`config.mk`:
```
export PLATFORM = sky130hd
export DESIGN_NAME = pwm_decoder_flat
export DESIGN_NICKNAME = d
export VERILOG_FILES = /design/src/rtl/pwm_decoder_if.sv /design/src/rtl/pwm_decoder.sv /design/src/flat_wrapper.sv
export SDC_FILE = /design/constraint.sdc
export NUM_CORES = 1
export LEC_CHECK = 0
export CAP_MARGIN = 20
export CORE_AREA = 2 2 139 141
export CTS_CLUSTER_SIZE = 20
export DETAILED_ROUTE_END_ITERATION = 7
export DIE_AREA = 0 0 141 143
export PLACE_DENSITY = 0.62
export SLEW_MARGIN = 20
export SYNTH_ARGS = -nofsm -noshare
export SYNTH_HDL_FRONTEND = slang
export SYNTH_SLANG_ARGS = --single-unit
```
`constraint.sdc`:
```
create_clock -name clk -period 5 [get_ports clk]
set_clock_uncertainty 0.1 [all_clocks]
set_input_delay 1.5 -clock clk [delete_from_list [all_inputs] [get_ports clk]]
set_output_delay 1.5 -clock clk [all_outputs]
set_load 0.03 [all_outputs]
```
`src/rtl/pwm_decoder_if.sv`:
```
// pwm_decoder_if: PWM input and recovered-level outputs of the PWM decoder
interface pwm_decoder_if #(
    parameter int CNT_W = 16
);
    logic             pwm_in;
    logic [3:0]       level;
    logic             valid;
    logic             stuck;
    logic [CNT_W-1:0] high_cycles;
    logic [CNT_W-1:0] period_cycles;

    modport master (output pwm_in, input level, valid, stuck, high_cycles, period_cycles);
    modport slave  (input pwm_in, output level, valid, stuck, high_cycles, period_cycles);
endinterface

```
`src/rtl/pwm_decoder.sv`:
```
// pwm_decoder: measures a PWM waveform and recovers its 16-level duty setting
module pwm_decoder #(
    parameter int CNT_W   = 16,
    parameter int TIMEOUT = 4096
) (
    input logic          clk,
    input logic          reset,
    pwm_decoder_if.slave bus
);
    typedef enum logic [1:0] {WAIT_FIRST, MEASURE, STUCK} state_t;

    localparam logic [CNT_W-1:0] TO    = CNT_W'(TIMEOUT);
    localparam logic [CNT_W-1:0] TO_M1 = CNT_W'(TIMEOUT - 1);

    state_t           r_state, w_next;
    logic             r_s1, r_s2, r_prev;
    logic             w_rise, w_capture, w_to_stuck, w_ge, w_emit;
    logic [CNT_W-1:0] r_per, r_hi, r_h, r_p;
    logic [CNT_W+3:0] r_rem, w_dvs;
    logic [3:0]       r_q;
    logic [1:0]       r_step;
    logic             r_busy, r_pend;
    logic [3:0]       r_level;
    logic             r_valid, r_stuck;
    logic [CNT_W-1:0] r_high, r_period;

    assign w_rise = r_s2 & ~r_prev;
    assign w_dvs  = {4'b0, r_p} << r_step;
    assign w_ge   = r_rem >= w_dvs;
    assign w_emit = r_pend && (r_state == MEASURE);

    assign bus.level         = r_level;
    assign bus.valid         = r_valid;
    assign bus.stuck         = r_stuck;
    assign bus.high_cycles   = r_high;
    assign bus.period_cycles = r_period;

    // two-flop synchronizer plus previous-value flop for rising-edge detection
    always_ff @(posedge clk or posedge reset) begin
        if (reset) begin
            r_s1   <= 1'b0;
            r_s2   <= 1'b0;
            r_prev <= 1'b0;
        end else begin
            r_s1   <= bus.pwm_in;
            r_s2   <= r_s1;
            r_prev <= r_s2;
        end
    end

    // period and high-time counters; the edge cycle is cycle 1 of the new period, both freeze at TIMEOUT
    always_ff @(posedge clk or posedge reset) begin
        if (reset) begin
            r_per <= '0;
            r_hi  <= '0;
        end else if (w_rise) begin
            r_per <= CNT_W'(1);
            r_hi  <= CNT_W'(1);
        end else if (r_per != TO) begin
            r_per <= r_per + CNT_W'(1);
            r_hi  <= r_hi + CNT_W'(r_s2);
        end
    end

    // state register
    always_ff @(posedge clk or posedge reset) begin
        if (reset) r_state <= WAIT_FIRST;
        else       r_state <= w_next;
    end

    // next state; a capture needs a reference edge and an idle divider, timeout is taken one count early
    always_comb begin
        w_next     = r_state;
        w_capture  = 1'b0;
        w_to_stuck = 1'b0;
        if (r_state == STUCK) begin
            if (w_rise) w_next = MEASURE;
        end else if (w_rise) begin
            w_next    = MEASURE;
            w_capture = (r_state == MEASURE) && !r_busy;
        end else if (r_per == TO_M1) begin
            w_next     = STUCK;
            w_to_stuck = 1'b1;
        end
    end

    // restoring divider for (16*H-1)/P: shifted divisor, one quotient bit per cycle MSB first
    always_ff @(posedge clk or posedge reset) begin
        if (reset) begin
            r_h    <= '0;
            r_p    <= '0;
            r_rem  <= '0;
            r_q    <= '0;
            r_step <= '0;
            r_busy <= 1'b0;
            r_pend <= 1'b0;
        end else if (w_capture) begin
            r_h    <= r_hi;
            r_p    <= r_per;
            r_rem  <= {r_hi, 4'b0} - (CNT_W+4)'(1);
            r_q    <= '0;
            r_step <= 2'd3;
            r_busy <= 1'b1;
            r_pend <= 1'b0;
        end else if (r_busy) begin
            if (w_ge) r_rem <= r_rem - w_dvs;
            r_q    <= {r_q[2:0], w_ge};
            r_step <= r_step - 2'd1;
            r_busy <= (r_step != 2'd0);
            r_pend <= (r_step == 2'd0);
        end else begin
            r_pend <= 1'b0;
        end
    end

    // output registers; stuck entry wins over a finishing division, whose result is dropped outside MEASURE
    always_ff @(posedge clk or posedge reset) begin
        if (reset) begin
            r_level  <= '0;
            r_valid  <= 1'b0;
            r_stuck  <= 1'b0;
            r_high   <= '0;
            r_period <= '0;
        end else if (w_to_stuck) begin
            r_level <= {4{r_s2}};
            r_valid <= 1'b1;
            r_stuck <= 1'b1;
        end else begin
            r_valid <= w_emit;
            if (w_emit) begin
                r_level  <= r_q;
                r_high   <= r_h;
                r_period <= r_p;
            end
            if (r_state == STUCK && w_rise) r_stuck <= 1'b0;
        end
    end
endmodule
```
`src/flat_wrapper.sv`:
```
// flat-port wrapper written by rule: the top's interface ports become plain ports
module pwm_decoder_flat 
#(
    parameter int CNT_W   = 16,
    parameter int TIMEOUT = 4096
)
  (clk, reset, bus_pwm_in, bus_level, bus_valid, bus_stuck, bus_high_cycles, bus_period_cycles);
  pwm_decoder_if #(.CNT_W(CNT_W)) bus_i ();
  input logic clk;
  input logic reset;
  input wire logic [$bits(bus_i.pwm_in)-1:0] bus_pwm_in;
  output wire logic [$bits(bus_i.level)-1:0] bus_level;
  output wire logic [$bits(bus_i.valid)-1:0] bus_valid;
  output wire logic [$bits(bus_i.stuck)-1:0] bus_stuck;
  output wire logic [$bits(bus_i.high_cycles)-1:0] bus_high_cycles;
  output wire logic [$bits(bus_i.period_cycles)-1:0] bus_period_cycles;
  assign bus_i.pwm_in = bus_pwm_in;
  assign bus_level = bus_i.level;
  assign bus_valid = bus_i.valid;
  assign bus_stuck = bus_i.stuck;
  assign bus_high_cycles = bus_i.high_cycles;
  assign bus_period_cycles = bus_i.period_cycles;
  pwm_decoder #(.CNT_W(CNT_W), .TIMEOUT(TIMEOUT)) u_core (.clk(clk), .reset(reset), .bus(bus_i));
endmodule
```
==> metrics <==
dpl cells=~980; Top FF cell, synth=dfrtp_1; clock slew at reported path FFs=roughly 0.060 ns; fill count=approximately 1.7k; first-pass GRT wire length=about 28 mm; clock sinks=135; Post-synth EDFFs=0; largest net degree at the start of global routing=44; Mapped Nets=between 700 and 800; Max Clk Rate=around 0.24 GHz; final antenna diode count=0; CTS Buffer Depth=2; Post-CTS Resized=0; Synth Instances=737; Avg WL per Cell=around 17 um; Iter 0 DRT Violations=484; slew margin rel.=44.2%; H-tree depth reported by CTS=4; slowest CP cell=dfrtp_1; Post-CTS Setup Bufs=0; min Tclk post-route=4.17 ns; FF/Latch Area=between 3000 and 4000 um^2; total track usage=roughly 18%; Avg Synthesized Cell Area=9.94 um^2; DRT antenna net count=0; flop and latch count out of synthesis=135; Final Max Tran Viols=0; max cap viols=0; post-cts hold buffer count=0; Area Overhead vs Synth=15.5%; DR vias=5,350; TritonCTS clock tree=done; crit-path most repeated cell=nand2_1; post-synthesis sequential area ratio=a little under half; DRC viols=0; Data required, critical path=between 5 and 6 ns; commonest non-fill, non-tap cell in the layout=dfrtp_1; final WL=~17 mm; status=finished clean; maximum VDD drop=231 uV; vias in the first global route=approximately 5.2k; DR pass1 iterations=5; setup TNS=0 ns; pre-CTS setup slack=between 0.8 and 0.9 ns; endpoints failing hold=0; Via density=~5.3; placer congestion estimate=0.882; Synth Cell Area=about 7300 um^2; Crit Path Class=reg2reg; IO Port Bufs=40; CP max FO=21; chip width=approximately 140 um; DP HPWL=about 12 mm; Worst EP arrival=4.38 ns; Pwr Density=about 600 nW/um^2; Num CTS Buffers=17; Die Span Y=between 100 and 150 um; final std cells w/o fill=1,013; Post-synth ARST share=100%; # setup viols final=0; Critical Path Start Type=flip-flop; critical path's largest stage delay=0.86 ns; type of the worst min-delay path=reg2reg; initial antenna violation count=0; grt total ovfl=0; Root Driver=clkbuf_16; core region area=around 19,000 um^2; multi-input logic area=about 3600 um^2; post-route clock period utilization=between 80 and 90%; YS warnings=0; most frequent cells in the layout=dfrtp_1, nand2_1, nor2_1; ratio of cells with drive above 1 in the final layout=about an eighth; Clock Latency Late Sink=0.42 ns; RSZ-0062 raised after global routing=no; critical path capture point type=flip-flop; io pins=41; Synth cell types=60; DIE AREA=between 20,000 and 25,000 um^2; Net count, final=~800; starting density of the core=around two fifths; Lkg Pwr=between 3 and 4 nW; Slew @ Worst Pin=about 0.84 ns; Setup WS post-layout=between 0.8 and 0.9 ns; row cnt=50; CP Cell Sequence=clkinv_1, a21oi_1, inv_1, ha_1, nand2_1, or3_1, or4_1, nand2_1, o21a_1, nand2_1, o22a_1
==> Yosys cell counts (3+ instances only) <==
| master | instances | area [um^2] |
|---|---|---|
| a21oi_1 | 48 | 240 |
| and3_1 | 6 | 37.5 |
| o211ai_1 | 6 | 45.0 |
| xor2_1 | 31 | 272 |
| a22o_1 | 3 | 26.3 |
| ha_1 | 25 | 313 |
| mux2_4 | 30 | 450 |
| o21ai_0 | 38 | 190 |
| nand3_1 | 13 | 65.1 |
| clkbuf_1 | 24 | 90.1 |
| nor4_1 | 4 | 25.0 |
| inv_1 | 27 | 101 |
| or4_1 | 3 | 22.5 |
| mux4_2 | 8 | 180 |
| o21a_1 | 6 | 45.0 |
| buf_12 | 3 | 60.1 |
| mux2i_1 | 8 | 80.1 |
| nand2b_1 | 4 | 25.0 |
| a211oi_1 | 4 | 30.0 |
| a21o_1 | 6 | 45.0 |
| mux2_2 | 6 | 67.6 |
| buf_2 | 5 | 25.0 |
| buf_1 | 5 | 18.8 |
| a31oi_1 | 5 | 31.3 |
| a22oi_1 | 4 | 30.0 |
| nand4_1 | 12 | 75.1 |
| nor2_1 | 56 | 210 |
| nor3_1 | 7 | 35.0 |
| o31ai_1 | 4 | 30.0 |
| nor2b_1 | 6 | 37.5 |
| xnor2_1 | 21 | 184 |
| dfrtp_1 | 135 | 3380 |
| or3_1 | 7 | 43.8 |
| nand2_1 | 134 | 503 |
==> final timing paths <==
path | from | to | slack [ns] | cells after the start
min in group asynchronous | reset | u_core.r_h[6] | 1.53 | 2
worst max register to register | u_core.r_step[0] | u_core.r_rem[1] | 0.83 | 11
worst max-delay path | u_core.r_step[0] | u_core.r_rem[1] | 0.83 | 11
max in group asynchronous | reset | u_core.bus.level[0] | 2.28 | 3
worst min-delay path | u_core.r_s1 | u_core.r_s2 | 0.25 | 0
worst min register to register | u_core.r_s1 | u_core.r_s2 | 0.25 | 0
==> metrics by stage <==
step,hold slack (ns),power [mW],util [%],instance area (um^2)
after floorplan,0.231,3.35,-,7330
after global placement,0.234,3.89,42.5,7890
after detailed placement,0.236,3.89,42.5,7890
after CTS,0.251,5.12,45.5,8460
after global routing,0.260,5.49,45.5,8460
final,0.246,5.12,45.5,8460
==> power breakdown <==
group	switching [mW]	internal [mW]	leakage, nW
clock network	0.517	0.697	0.268
registers	0.242	1.32	1.78
logic	1.34	1.00	1.81
total	2.10	3.02	3.86
==> state kept, by name, summed over array words and instances (netlist names) <==
| signal | cells |
|---|---|
| u_core.r_prev | 1 |
| u_core.bus.stuck | 1 |
| u_core.r_p | 16 |
| u_core.r_hi | 16 |
| u_core.r_busy | 1 |
| u_core.r_rem | 20 |
| u_core.r_step | 2 |
| u_core.r_s2 | 1 |
| u_core.r_per | 16 |
| u_core.r_pend | 1 |
| u_core.bus.high_cycles | 16 |
| u_core.r_h | 16 |
| u_core.bus.level | 4 |
| u_core.r_q | 4 |
| u_core.bus.valid | 1 |
| u_core.r_s1 | 1 |
| u_core.bus.period_cycles | 16 |
| u_core.r_state | 2 |
==> layout make-up <==
type | instances | area share [%]
Clock buffer | 18 | 5.07
Clock inverter | 14 | 1.66
Inverter | 28 | 1.29
Multi-Input combinational cell | 534 | 42.8
Sequential cell | 135 | 39.9
Tap cell | 234 | 3.46
Timing Repair Buffer | 50 | 5.77
==> worst max-delay path, delay by kind of cell, from the launching register on <==
family                   cells  cell delay, ns
buffers and inverters        2            0.50
AND/OR/NAND/NOR              5            1.38
flip-flops                   1            0.86
AO/OA/AOI/OAI                3            0.82
adder cells (fa/ha/maj)      1            0.40
==> per-layer routing <==
layer	part of all wire (%)	global-route usage (%)
met3	3.8	3.32
met4	1.3	5.21
met2	46	27.9
met1	49	25.6
met5	0	0
==> kinds of logic after synthesis <==
kind of cell,share of synthesized area [%]
fa+ha+maj,4.54
buf+inv,4.49
compound gates,11.3
mux,10.6
xor+xnor,6.22
simple gates,16.7
flops,46.1
Note: power is estimated with default switching activity, not from simulation.
